**src/rtl/act_pack_ctrl.sv**
```systemverilog
`timescale 1ns/1ps
// act_pack_ctrl: applies ReLU/clamp/descale to the accumulator stream and packs four
// uint8 results per word into feature memory. Optional counters: ACT_PACK_STATS_EN.
module act_pack_ctrl #(
  parameter int WB_LOG2_SCALE    = 7,
  parameter int LOG2_RELU_FACTOR = 1,
  parameter int UINT_DATA_WIDTH  = 8,
  parameter int ADDR_W           = 16,
  parameter int LEN_W            = 16
) (
  input  logic              clk,
  input  logic              rst,
  input  logic              cfg_start,
  input  logic [LEN_W-1:0]  cfg_len,
  input  logic [ADDR_W-1:0] cfg_base_addr,
  output logic              busy,
  output logic              done,
  input  logic              acc_valid,
  input  logic [31:0]       acc_data,
  output logic              acc_ready,
  output logic              wr_valid,
  output logic [ADDR_W-1:0] wr_addr,
  output logic [31:0]       wr_data,
  output logic [3:0]        wr_be,
  input  logic              wr_ready
`ifdef ACT_PACK_STATS_EN
  ,
  output logic [LEN_W-1:0]  sat_cnt,
  output logic [LEN_W-1:0]  neg_cnt
`endif
);

  localparam int LOG2_SCALE = WB_LOG2_SCALE + LOG2_RELU_FACTOR;
  localparam int CLAMP_W    = UINT_DATA_WIDTH + LOG2_SCALE;
  localparam logic [31:0] MAX_VAL = 32'((64'd1 << CLAMP_W) - 64'd1);

  typedef enum logic [1:0] {S_IDLE, S_RUN, S_FLUSH, S_DONE} state_t;
  state_t state, state_next;

  logic [LEN_W-1:0]                      len_q, elem_cnt;
  logic [1:0]                            pack_idx;
  logic [3:0][UINT_DATA_WIDTH-1:0]       pack_q, word_next;
  logic [3:0]                            be_next;
  logic                                  is_neg, is_sat, acc_fire, wr_fire, last_elem, start_ok;
  logic [31:0]                           clamped;
  logic [UINT_DATA_WIDTH-1:0]            act_byte;

  // Negative values clamp to zero; the unsigned compare is only meaningful when non-negative.
  assign is_neg   = acc_data[31];
  assign is_sat   = !is_neg && (acc_data > MAX_VAL);
  assign clamped  = is_neg ? '0 : (is_sat ? MAX_VAL : acc_data);
  assign act_byte = clamped[LOG2_SCALE +: UINT_DATA_WIDTH];

  assign start_ok  = (state == S_IDLE) && cfg_start;
  assign wr_fire   = wr_valid && wr_ready;
  // The write register holds one word, so the stream stalls while a write is pending.
  assign acc_ready = (state == S_RUN) && (elem_cnt < len_q) && !(wr_valid && !wr_ready);
  assign acc_fire  = acc_valid && acc_ready;
  assign last_elem = (elem_cnt == len_q - 1'b1);
  assign busy      = (state != S_IDLE);
  assign done      = (state == S_DONE);

  always_comb begin
    // NOTE: every signal gets a default before the case so no latch is inferred.
    word_next           = pack_q;
    word_next[pack_idx] = act_byte;
    be_next             = 4'b1111;
    case (pack_idx)
      2'd0:    be_next = 4'b0001;
      2'd1:    be_next = 4'b0011;
      2'd2:    be_next = 4'b0111;
      default: be_next = 4'b1111;
    endcase
  end

  always_comb begin
    state_next = state;
    case (state)
      S_IDLE:  if (cfg_start) state_next = (cfg_len == '0) ? S_DONE : S_RUN;
      S_RUN:   if (acc_fire && last_elem) state_next = S_FLUSH;
      S_FLUSH: if (wr_fire) state_next = S_DONE;
      S_DONE:  state_next = S_IDLE;
      default: state_next = S_IDLE;
    endcase
  end

  // NOTE: sequential state uses non-blocking assignments so all flops update together.
  always_ff @(posedge clk) begin
    if (rst) state <= S_IDLE;
    else     state <= state_next;
  end

  always_ff @(posedge clk) begin
    if (rst) begin
      len_q    <= '0;
      elem_cnt <= '0;
      pack_idx <= '0;
      pack_q   <= '0;
      wr_valid <= 1'b0;
      wr_addr  <= '0;
      wr_data  <= '0;
      wr_be    <= '0;
    end else begin
      if (start_ok) begin
        len_q    <= cfg_len;
        wr_addr  <= cfg_base_addr;
        elem_cnt <= '0;
        pack_idx <= '0;
        pack_q   <= '0;
      end
      if (wr_fire) begin
        wr_valid <= 1'b0;
        wr_addr  <= wr_addr + ADDR_W'(4);
      end
      // A word completing in the same cycle as a handshake overrides the clear above.
      if (acc_fire) begin
        elem_cnt <= elem_cnt + 1'b1;
        pack_idx <= pack_idx + 1'b1;
        if (pack_idx == 2'd3 || last_elem) begin
          wr_data  <= word_next;
          wr_be    <= be_next;
          wr_valid <= 1'b1;
          pack_q   <= '0;
        end else begin
          pack_q[pack_idx] <= act_byte;
        end
      end
    end
  end

`ifdef ACT_PACK_STATS_EN
  always_ff @(posedge clk) begin
    if (rst || start_ok) begin
      sat_cnt <= '0;
      neg_cnt <= '0;
    end else if (acc_fire) begin
      if (is_sat) sat_cnt <= sat_cnt + 1'b1;
      if (is_neg) neg_cnt <= neg_cnt + 1'b1;
    end
  end
`endif

endmodule

```
**config.mk**
```make
export PLATFORM = sky130hd
export DESIGN_NAME = act_pack_ctrl
export DESIGN_NICKNAME = d
export VERILOG_FILES = /design/src/rtl/act_pack_ctrl.sv
export SDC_FILE = /design/constraint.sdc
export NUM_CORES = 1
export LEC_CHECK = 0
export CORE_MARGIN = 5
export CORE_UTILIZATION = 53
export DETAILED_ROUTE_END_ITERATION = 8
export PLACE_DENSITY = 0.78
export SLEW_MARGIN = 20
export SYNTH_ARGS = -nofsm -noshare
export SYNTH_HDL_FRONTEND = slang
export SYNTH_SLANG_ARGS = --single-unit
```
**constraint.sdc**
```tcl
create_clock -name clk -period 3.7 [get_ports clk]
set_clock_uncertainty 0.05 [all_clocks]
set_input_delay 0.925 -clock clk [delete_from_list [all_inputs] [get_ports clk]]
set_output_delay 0.925 -clock clk [all_outputs]
set_load 0.005 [all_outputs]
```
# Yosys cells after proc, flatten, opt, wreduce, memory -nomap -nowiden
# Index checks and enable logic that the tools add are counted.
[totals]
wordCells = 76
latch_bits = 0
reg_bits = 121
inputBits = 69
ram_bits = 0
mem_bits_ro = 0
n_memories = 0
[op_classes]
div_mod_pow = 0
order_cmp = 4
multipliers = 0
n_bitwise = 0
eq_ne = 10
add_sub_neg = 4
n_shift = 0
reduce_logical = 21
muxes = 25
[ops]
columns = ["operator", "count"]
rows = [
  ["32-bit 2-to-1 mux", 4],
  ["16-bit 2-to-1 mux", 6],
  ["32-bit bitwise mux", 2],
  ["32-bit by 16-bit greater-than comparator with 1-bit output (second input constant)", 1],
  ["16-bit by 1-bit adder with 16-bit output (second input constant)", 1],
  ["16-bit by 3-bit adder with 16-bit output (second input constant)", 1],
  ["8-bit demux with 2-bit select", 1],
  ["16-bit equality test", 1],
  ["16-bit zero test", 1],
  ["16-bit less-than comparator", 1],
  ["16-bit by 1-bit subtractor with 16-bit output (second input constant)", 1],
  ["2-bit 2-to-1 mux", 6],
  ["4-bit one-hot mux with 3 select lines", 1],
  ["1-bit logical AND", 9],
  ["2-bit equality test (second input constant)", 4],
  ["8-bit 2-to-1 mux", 1],
  ["2-bit one-hot mux with 4 select lines", 1],
  ["2-bit nonzero test", 3],
  ["2-bit by 1-bit equality test with 1-bit output (second input constant)", 2],
  ["2-bit zero test", 2],
  ["2-bit != test (second input constant)", 2],
  ["1-bit zero test", 3],
  ["2-bit by 3-bit less-than comparator with 1-bit output (second input constant)", 1],
  ["1-bit 2-to-1 mux", 3],
  ["6 further kinds", 6],
]

# Depth between registers and ports, before layout
[depth]
ltp_word = 8
ltp_mapped = 14
depth_no_buf = 10

# Worst setup path before layout
# Ideal clock, no wire load.
[synth_timing]
path_type = "register to register"
startpoint = "register len_q[0]"
endpoint = "register wr_be[3]"
arrival_ps = 2856
setup_time_ps = 128
path_slack_ps = 666
stages_incl_launch_ff = 13
path_cell_list = "dfxtp_1 inv_1 ha_1 nor2b_1 or3_1 a31o_2 or4_4 o41ai_2 and2_1 buf_6 buf_6 mux2i_1 nor2_1"
[synth_via]
elab_chain_cells = 5
[synth_rtl]
columns = ["item", "line", "rtl"]
rows = [
  ["start, declared", "40", "logic [LEN_W-1:0] len_q, elem_cnt;"],
  ["start signal, assigned", "105", "len_q <= cfg_len;"],
  ["branches (longest 4 deep; another with 16-bit by 1-bit subtractor with 16-bit output)", "--", ""],
  ["2-bit AND reduction (no source line) *", "--", ""],
  ["end signal, assigned", "121", "wr_be <= be_next;"],
  ["end, declared", "24", "output logic [3:0] wr_be,"],
]
# Mark *: on every way between the ends.
# A chain may end at the register's enable or synchronous reset.

# Final worst setup path
[layout_timing]
startpoint = "register len_q[9]"
endpoint = "output acc_ready"
[layout_via]
elab_chain_cells = 3
[layout_rtl]
columns = ["item", "line", "rtl"]
rows = [
  ["16-bit less-than comparator", "57", "assign acc_ready = (state == S_RUN) && (elem_cnt < len_q) && !(wr_valid && !wr_ready);"],
  ["1-bit logical AND (2 in series)", "57", ""],
  ["end, declared", "20", "output logic acc_ready,"],
]
# No other way between the ends.

==> results.sh <==
export IMPL_fin_tns_setup_ns=0
export IMPL_cts_tree="yes"
export IMPL_worstReg2RegEnd="wr_data[29]"
export IMPL_p_leak_nw=2.996
export IMPL_die_area_um2=14560
export IMPL_syn_to_final_growth_pct=29.34
export IMPL_crit_end="acc_ready"
export IMPL_rsz0062_at_grt="no"
export IMPL_synth_cells=750
export IMPL_initial_core_util_pct=54.04
export IMPL_ys_async_sr_fraction_pct=0
export IMPL_cts_buffers=17
export IMPL_finalInstanceArea_um2=8396
export IMPL_cts_root_buf="clkbuf_16"
export IMPL_die_y_um=120.7
export IMPL_grt_pass1_wl_mm=28.66
export IMPL_r2r_start="len_q[1]"
export IMPL_ff2ff_path_depth=11
export IMPL_cts_setup_buffers=0
export IMPL_finalSetupViolations=0
export IMPL_io_pins=125
export IMPL_nets=948
export IMPL_maxCapViolCount=0
export IMPL_drtIter0Drc=406
export IMPL_worst_setup_path_end_kind="primary output"
export IMPL_synth_compound_area_share_pct=21.74
export IMPL_synth_avg_cell_area_um2=8.655
export IMPL_yosysSeqAreaShare_pct=37.32
export IMPL_slew_headroom_pct=41.06
export IMPL_cts_buffer_depth=2
export IMPL_status="complete, no violations"
export IMPL_synth_fa_ha_area_share_pct=5.783
export IMPL_cp_max_fo=7
export IMPL_synth_nets=849
export IMPL_maxSlewViolCount=0
export IMPL_fin_crit_sh_pct=96.85
export IMPL_grt_pass1_vias=5899
export IMPL_grt_total_usage_pct=23.97
export IMPL_drive_gt1_share_pct=12.99
export IMPL_clock_latency_ns=0.42
export IMPL_synth_warnings=0
export IMPL_worst_setup_path_type="flip-flop to primary output"
export IMPL_ir_drop_uv=365.0
export IMPL_die_w_um=120.7
export IMPL_fmax_mhz=279.1
export IMPL_overflow=0
export IMPL_coreArea_um2=12010
export IMPL_cts_clk_slew_worst_paths_ns=0.06
export IMPL_vias_per_cell=5.898
export IMPL_ys_ff_latch=121
export IMPL_cp_startpoint="len_q[9]"
export IMPL_synthesis_area_um2=6491
export IMPL_synth_xor_area_share_pct=2.294
export IMPL_vias=5951
export IMPL_drt_first_pass_iters=5
export IMPL_arrival_ns=2.61
export IMPL_critPathLaunchType="flip-flop"
export IMPL_synthSimpleGateAreaFrac_pct=22.13
export IMPL_postRouteAntennaNets=0
export IMPL_synth_area_mux_share_pct=5.397
export IMPL_htree_levels=4
export IMPL_routed_wl_mm=17.38
export IMPL_fp_row_count=40
export IMPL_placed_cell_area_um2=7704
export IMPL_synth_top_family_by_area="simple AND/OR/NAND/NOR gates"
export IMPL_numPlacedInstances=976
export IMPL_wl_per_cell_um=17.23
export IMPL_finalHoldViolations=0
export IMPL_required_ns=2.72
export IMPL_fin_util_pct=69.90
export IMPL_powerDensity_nw_per_um2=547.5
export IMPL_ys_flop_type="dfxtp_1"
export IMPL_grt_max_degree=89
export IMPL_stdcell_count=1009
export IMPL_cts_sinks=121
export IMPL_io_buffers=116
export IMPL_synth_distinct_cells=58
export IMPL_gp_congestion=0.8962
export IMPL_period_needed_ns=3.583
export IMPL_timing_hold_ws_ns=0.4152
export IMPL_min_path_type="flip-flop to flip-flop"
export IMPL_synth_edf_count=0
export IMPL_antenna_found_initial=0
export IMPL_setup_ws_ns=0.1167
export IMPL_hpwl_mm=12.41
export IMPL_p_total_mw=4.597
export IMPL_n_antenna_cell=0
export IMPL_reg2reg_slack_ns=0.31
export IMPL_place_worst_setup_slack_ns=0.1867
export IMPL_drc_errors=0
export IMPL_max_slew_worst_pin_slew_ns=0.8808
## power breakdown
group,internal [mW],switching [mW],leakage (nW)
Sequential,1.40,0.125,0.985
Clock,1.14,0.653,0.308
Combinational,0.560,0.714,1.70
Total,3.10,1.49,3.00
## layout by cell type (no fill, tap or decap), types with 17 or more instances in the layout
cell type,synthesis,routed
ha_1,30,30
o2bb2ai_1,24,24
clkbuf_16,0,17
a21oi_1,60,60
inv_1,29,29
dfxtp_1,121,111
o21ai_0,21,21
clkdlybuf4s50_1,0,115
nand2_1,72,72
mux2i_1,35,35
a211oi_2,34,34
nor2_1,102,102
## final cells by class
type                    count  area (um2)
fillers                   937        3616
clock buffers              17       425.4
repair buffers            126        1291
inverters                  29       108.9
multi-input cells         554        3731
flip-flops and latches    121        2440
clock inverters            15       215.2
well taps                 147       183.9
## timing repair
item	CTS	global route
resized for setup	0	13
hold buffers	0	0
setup endpoints to repair	0	34
## routing by layer
layer / global-route usage, % / vias to the layer above / part of all wire (%)
met5: 0 / - / 0
met4: 7.082 / 0 / 1.3
met3: 5.519 / 25 / 4.9
met2: 41.63 / 160 / 50
met1: 29.61 / 2869 / 43
li1: - / 2897 / -
## critical path, cell delays in order, from the launching register on
cell,delay (ns)
dfxtp_2,0.39
inv_1,0.06
ha_1,0.31
a21o_1,0.18
nand3_1,0.10
nand2_1,0.08
o41a_1,0.44
nor2_1,0.11
clkdlybuf4s50_1,0.51
## flip-flops by register name, summed over array words and instances, names as in the netlist
signal    cells
pack_idx      2
wr_addr      16
wr_valid      1
wr_be         4
wr_data      32
elem_cnt     16
len_q        16
state         2
pack_q       32
## cell families (layout without fill, tap and decap cells)
group,Yosys count,count (layout)
multiplexers,35,35
adder cells (fa/ha/maj),30,30
flip-flops,121,121
XOR/XNOR,17,17
buffers and inverters,75,187
AO/OA/AOI/OAI,180,180
AND/OR/NAND/NOR,292,292
## synth_stat cells (3+ instances only)
master | count | area (um2)
a311oi_1 | 3 | 26.28
clkbuf_1 | 30 | 112.6
buf_1 | 5 | 18.77
xnor2_1 | 14 | 122.6
or3_1 | 4 | 25.02
or4_1 | 5 | 37.54
nand3_1 | 14 | 70.07
nand3b_1 | 8 | 60.06
a22oi_1 | 3 | 22.52
mux2i_1 | 35 | 350.3
o21ai_0 | 21 | 105.1
or2_2 | 9 | 56.30
a211oi_2 | 34 | 425.4
nor2_1 | 102 | 382.9
a31oi_1 | 5 | 31.28
o2bb2ai_1 | 24 | 210.2
nor3b_1 | 9 | 67.56
nor2b_1 | 8 | 50.05
nor4_1 | 10 | 62.56
and4_1 | 3 | 26.28
nand2_1 | 72 | 270.3
a221oi_1 | 3 | 26.28
buf_4 | 3 | 22.52
o22ai_2 | 3 | 37.54
xor2_1 | 3 | 26.28
ha_1 | 30 | 375.4
dfxtp_1 | 121 | 2422
nor3_1 | 12 | 60.06
o211ai_1 | 4 | 30.03
a31o_2 | 3 | 26.28
a21oi_1 | 60 | 300.3
inv_1 | 29 | 108.9
nand4_1 | 11 | 68.82
and3_1 | 9 | 56.30
and2_1 | 3 | 18.77
buf_6 | 7 | 78.83
a2111oi_0 | 3 | 26.28
## how the worst min path moves through the flow
stage / slack (ns) / end / start / cells after the start
floorplan: 0.38 / pack_q[0] / pack_q[0] / 1
global placement: 0.39 / pack_q[9] / pack_q[9] / 1
detailed placement: 0.40 / pack_q[17] / pack_q[17] / 1
CTS: 0.41 / pack_q[9] / pack_q[9] / 1
global route: 0.43 / pack_q[9] / pack_q[9] / 1
finish: 0.42 / pack_q[9] / pack_q[9] / 1
No activity file was read; power rests on OpenSTA's default activity.
